==> config.mk <==
export PLATFORM = sky130hd
export DESIGN_NAME = mat_deinterleave_n
export DESIGN_NICKNAME = d
export VERILOG_FILES = /design/src/rtl/mat_deinterleave_n.sv
export SDC_FILE = /design/constraint.sdc
export NUM_CORES = 1
export LEC_CHECK = 0
export CAP_MARGIN = 0
export CORE_MARGIN = 2
export CORE_UTILIZATION = 25
export CTS_CLUSTER_SIZE = 10
export DETAILED_ROUTE_END_ITERATION = 16
export HOLD_SLACK_MARGIN = 0.06
export PLACE_DENSITY = 0.59
export SKIP_LAST_GASP = 1
export SLEW_MARGIN = 20
export SYNTH_ARGS = -nofsm -noshare
export SYNTH_HDL_FRONTEND = slang
export SYNTH_SLANG_ARGS = --single-unit
==> constraint.sdc <==
create_clock -name i_clk -period 3.4 [get_ports i_clk]
set_input_delay 0.51 -clock i_clk [delete_from_list [all_inputs] [get_ports i_clk]]
set_output_delay 0.51 -clock i_clk [all_outputs]
set_load 0.05 [all_outputs]
==> src/rtl/mat_deinterleave_n.sv <==
// mat_deinterleave_n: routes groups of GROUP_LEN input beats round-robin to N_CH
// output channels through a single registered holding stage. The routing realigns
// to channel 0 at every frame boundary, and a sticky flag reports frames that end
// mid-group or on the wrong channel.
module mat_deinterleave_n #(
    parameter int unsigned DATA_W    = 16,
    parameter int unsigned N_CH      = 2,
    parameter int unsigned GROUP_LEN = 3,
    localparam int unsigned CH_W     = (N_CH > 1) ? $clog2(N_CH) : 1,
    localparam int unsigned BEAT_W   = (GROUP_LEN > 1) ? $clog2(GROUP_LEN) : 1
) (
    input  logic              i_clk,
    input  logic              i_rst,
    input  logic              i_clk_e,
    input  logic [DATA_W-1:0] s_axis_data,
    input  logic              s_axis_valid,
    input  logic              s_axis_last,
    output logic              s_axis_ready,
    output logic [DATA_W-1:0] m_axis_data,
    output logic [N_CH-1:0]   m_axis_valid,
    output logic              m_axis_last,
    input  logic [N_CH-1:0]   m_axis_ready,
    output logic [CH_W-1:0]   o_ch_sel,
    output logic              o_frame_err
);

    localparam logic [CH_W-1:0]   ChMax   = CH_W'(N_CH - 1);
    localparam logic [BEAT_W-1:0] BeatMax = BEAT_W'(GROUP_LEN - 1);

    logic              out_v;
    logic [CH_W-1:0]   out_ch;
    logic [DATA_W-1:0] out_data;
    logic              out_last;
    logic [BEAT_W-1:0] beat_cnt;
    logic [CH_W-1:0]   ch_sel;
    logic              frame_err;

    logic              sel_ready;
    logic [N_CH-1:0]   valid_vec;
    logic              in_fire;
    logic              out_fire;
    logic              group_end;
    logic              last_ch;

    // Decode the held beat's channel into a valid vector and pick that channel's ready.
    always_comb begin
        sel_ready = 1'b0;
        valid_vec = '0;
        for (int k = 0; k < N_CH; k++) begin
            if (out_ch == CH_W'(k)) begin
                sel_ready    = m_axis_ready[k];
                valid_vec[k] = i_clk_e & out_v;
            end
        end
    end

    // Ready is combinational from the holding register so a draining beat can be
    // replaced in the same cycle, giving one beat per cycle throughput.
    assign s_axis_ready = i_clk_e & (~out_v | sel_ready);
    assign in_fire      = s_axis_valid & s_axis_ready;
    assign out_fire     = i_clk_e & out_v & sel_ready;
    assign group_end    = (beat_cnt == BeatMax);
    assign last_ch      = (ch_sel == ChMax);

    assign m_axis_valid = valid_vec;
    assign m_axis_data  = out_data;
    assign m_axis_last  = out_last;
    assign o_ch_sel     = ch_sel;
    assign o_frame_err  = frame_err;

    // Holding register: a new beat overrides the drain of the old one (pass-through).
    always_ff @(posedge i_clk) begin
        if (i_rst) begin
            out_v    <= 1'b0;
            out_ch   <= '0;
            out_data <= '0;
            out_last <= 1'b0;
        end else if (i_clk_e) begin
            if (in_fire) begin
                out_v    <= 1'b1;
                out_ch   <= ch_sel;
                out_data <= s_axis_data;
                out_last <= s_axis_last;
            end else if (out_fire) begin
                out_v <= 1'b0;
            end
        end
    end

    // Routing counters and sticky frame error; last realigns to channel 0 first.
    always_ff @(posedge i_clk) begin
        if (i_rst) begin
            beat_cnt  <= '0;
            ch_sel    <= '0;
            frame_err <= 1'b0;
        end else if (i_clk_e && in_fire) begin
            if (s_axis_last) begin
                beat_cnt <= '0;
                ch_sel   <= '0;
                if (!(group_end && last_ch)) begin
                    frame_err <= 1'b1;
                end
            end else if (group_end) begin
                beat_cnt <= '0;
                ch_sel   <= last_ch ? '0 : ch_sel + 1'b1;
            end else begin
                beat_cnt <= beat_cnt + 1'b1;
            end
        end
    end

endmodule

# Word level (Yosys, flattened, before mapping)
# Index checks and enable logic that the tools add are counted.
# W data, S select, Z words.
# word_totals
register_bits	23
inputBits	23
output_inout_bits	22
elab_cells	35
# op_classes
add_sub_neg	2
eq_ne	1
mux	10
n_bitwise	7
reduce_logical	8
# ops
cell	count
$mux W1	8
$reduce_and A2 Y1	3
$and A1 B1 Y1	4
$mux W2	2
$reduce_bool A2 Y1	2
$reduce_and A3 Y1	1
$add A2 B1 Y2 const B	1
$eq A2 B2 Y1 const B	1
$logic_and A1 B1 Y1	2
$not A1 Y1	2
$add A1 B1 Y1 const B	1
$or A1 B1 Y1	1

# Longest topological paths before layout
# depth
depth_word	6
ltp_mapped	4
ltp_nobuf	3

# Worst setup path after synthesis
# No wires, ideal clock.
# synth_timing
path_type	input to output
start	input port m_axis_ready[0]
end	output port s_axis_ready
arrival_time_ps	1796
required_time_ps	2890
setup_slack_ps	1094
stages	2
n_path_buf	0
path_cell_list	mux2i_2 a21boi_0
# synth_via
elab_chain_cells	3
# synth_lines
item	line	rtl
from (decl)	22	input logic [N_CH-1:0] m_axis_ready,
$mux W1	50	if (out_ch == CH_W'(k)) begin
$or A1 B1 Y1	59	assign s_axis_ready = i_clk_e & (~out_v | sel_ready);
$and A1 B1 Y1	59	
to (decl)	18	output logic s_axis_ready,
# Every way passes these cells.

# Final worst setup path
# layout_timing
start	input port m_axis_ready[1]
end	output port s_axis_ready
# The elaborated chain is that of the path after synthesis.

==> flow_metrics.env <==
export IMPL_critical_path_arrival_ns=2.21
export IMPL_reg2reg_slack_ns=2.02
export IMPL_worstReg2RegEnd="m_axis_last"
export IMPL_h_tree_depth=1
export IMPL_cp_start_kind="primary input"
export IMPL_hold_class="flop to flop"
export IMPL_holdBufCountCts=0
export IMPL_grt_pass1_wl_um=3864
export IMPL_core_area_um2=3716
export IMPL_tightest_slew_ns=0.5031
export IMPL_cts_resized=0
export IMPL_dp_hpwl_um=1658
export IMPL_min_path_cells=2
export IMPL_grt_max_degree=31
export IMPL_fp_dieH_um=66.64
export IMPL_synth_top_cell_by_area="dfxtp_1"
export IMPL_max_freq_mhz=367.6
export IMPL_r2r_cells=4
export IMPL_hold_end="m_axis_data[0]"
export IMPL_syn_to_final_growth_pct=53.32
export IMPL_irDropWorstVdd_uv=143.5
export IMPL_initial_core_util_pct=26.40
export IMPL_status="completed"
export IMPL_critical_path_required_ns=2.89
export IMPL_die_area_um2=4441
export IMPL_die_x_um=66.64
export IMPL_hp_start="m_axis_data[0]"
export IMPL_vias_per_cell=4.365
export IMPL_synthCells=108
export IMPL_final_common_cell="clkdlybuf4s50_1"
export IMPL_setup_viol=0
export IMPL_grtUsageTotal_pct=11.39
export IMPL_p_leak_uw=0.0005576
export IMPL_syn_nets=131
export IMPL_final_cell_mix="clkdlybuf4s50_1 (44), nand2_1 (41), dfxtp_1 (23), mux2i_1 (20), clkbuf_8 (3)"
export IMPL_fin_area_um2=1504
export IMPL_cts_clk_slew_worst_paths_ns=0.08
export IMPL_cts_root_buffer="clkbuf_8"
export IMPL_cts_path_max_buffers=2
export IMPL_cts_setup_buffers=0
export IMPL_p_per_area_nw_per_um2=394.7
export IMPL_cp_max_fo=4
export IMPL_crit_path_end_kind="primary output"
export IMPL_detail_route_first_pass_iterations=3
export IMPL_fin_crit_sh_pct=80.00
export IMPL_vias=873
export IMPL_hold_violations=0
export IMPL_place_area_um2=1459
export IMPL_critPathLaunch="m_axis_ready[1]"
export IMPL_routed_wl_met2_um=1187
export IMPL_wl_per_cell_um=11.54
export IMPL_ys_seq_elements=23
export IMPL_drive_gt1_share_pct=5.921
export IMPL_drc_errors=0
export IMPL_multi_input_area_um2=471.7
export IMPL_dr_wl_met3_um=119
export IMPL_drt_iter0_markers=27
export IMPL_rows=22
export IMPL_portBuffers=44
export IMPL_drv_cap=0
export IMPL_netlist_area_um2=980.9
export IMPL_wl_met1_um=972
export IMPL_top_layer="met4"
export IMPL_grt_setup_unrepaired="false"
export IMPL_min_period_ns=2.720
export IMPL_avgSynthCellArea_um2=9.083
export IMPL_maxSlewHeadroom_pct=66.36
export IMPL_cts_buffers=3
export IMPL_skew_ns=0.003686
export IMPL_io_pin_count=45
export IMPL_synth_area_leaders="dfxtp_1 (47%), mux2i_1 (20%), nand2_1 (16%), buf_6 (2.3%), clkbuf_1 (1.5%)"
export IMPL_regArea_um2=460.4
export IMPL_yosys_warnings=0
export IMPL_tritoncts="done"
export IMPL_diodes=0
export IMPL_clock_sinks=23
export IMPL_clock_latency_ns=0.26
export IMPL_drv_slew=0
export IMPL_synth_distinct_cells=20
export IMPL_criticalPathCategory="primary input to primary output"
export IMPL_overflow=0
export IMPL_finalWirelength_um=2307
export IMPL_antenna_found_initial=0
export IMPL_tns_ns=0
export IMPL_synth_top_cell_area_share_pct=46.94
export IMPL_fin_nets=176
export IMPL_fillers=393
export IMPL_gp_congestion=0.7155
export IMPL_seq_area_frac_synth_pct=46.94
export IMPL_ant_nets=0
export IMPL_grt_pass1_vias=902
export IMPL_r2r_start="out_ch"
## kinds of logic after synthesis
| family | synth area share, % |
|---|---|
| mux | 21.81 |
| compound gates | 6.379 |
| buf+inv | 4.974 |
| simple gates | 19.90 |
| flops | 46.94 |
## registers in the layout (all words and copies together), names as in the netlist
| register | flops |
|---|---|
| o_ch_sel | 1 |
| out_ch | 1 |
| beat_cnt | 2 |
| m_axis_last | 1 |
| out_v | 1 |
| o_frame_err | 1 |
| m_axis_data | 16 |
## power breakdown
group | internal, uW | leakage, uW | switching, uW
sequential | 282 | 0.000188 | 7.62
clock | 83.5 | 0.0000228 | 83.6
combinational | 59.1 | 0.000347 | 77.7
total | 425 | 0.000558 | 169
## metrics by stage
stage	total power (uW)	util [%]	hold slack (ns)	setup WS [ns]	cells
after global placement	430.7	39.26	0.4420	0.7388	196
after CTS	605.3	40.47	0.4658	0.6748	200
final	593.6	40.47	0.4621	0.6798	200
after detailed placement	434.1	39.26	0.4525	0.6732	196
after floorplan	376.7	-	0.4506	1.094	108
after global routing	624.0	40.47	0.4771	0.6115	200
## cells in the mapped netlist
cell type / number
mux2i_2: 1
inv_1: 2
nand2_1: 41
o22ai_1: 2
nor2_1: 1
and3_2: 1
clkbuf_1: 4
nand4b_1: 1
buf_6: 2
a221oi_1: 1
nand2b_1: 1
a21o_2: 1
o2bb2ai_1: 1
a21oi_2: 1
a21boi_0: 1
or4_1: 2
clkinv_1: 1
dfxtp_1: 23
mux2i_1: 20
o211ai_1: 1
## critical path: stages
cell,delay [ns]
clkdlybuf4s50_1,0.47
mux2i_2,0.11
a21boi_0,0.27
clkdlybuf4s50_1,0.85
## area by class of cell
| class | instances | share of cell area (%) |
|---|---|---|
| timing repair buffer | 46 | 30.28 |
| sequential | 23 | 30.62 |
| inverter | 3 | 0.7488 |
| multi-input combinational | 76 | 31.36 |
| clock buffer | 4 | 2.995 |
| tap | 48 | 3.993 |
## worst max path at each step
stage | to | slack (ns) | cells past startpoint
2_1_floorplan | s_axis_ready | 1.09 | 2
3_3_place_gp | s_axis_ready | 0.74 | 4
3_5_place_dp | s_axis_ready | 0.67 | 4
4_1_cts | s_axis_ready | 0.67 | 4
5_1_grt | s_axis_ready | 0.61 | 4
6_report | s_axis_ready | 0.68 | 4
## per-layer routing
| metal | track usage (%) | vias to the layer above |
|---|---|---|
| li1 | - | 448 |
| met1 | 12.24 | 398 |
| met2 | 21.00 | 25 |
| met3 | 1.858 | 2 |
| met4 | 6.122 | 0 |
| met5 | 0 | - |
Note: power is estimated with default switching activity, not from simulation.
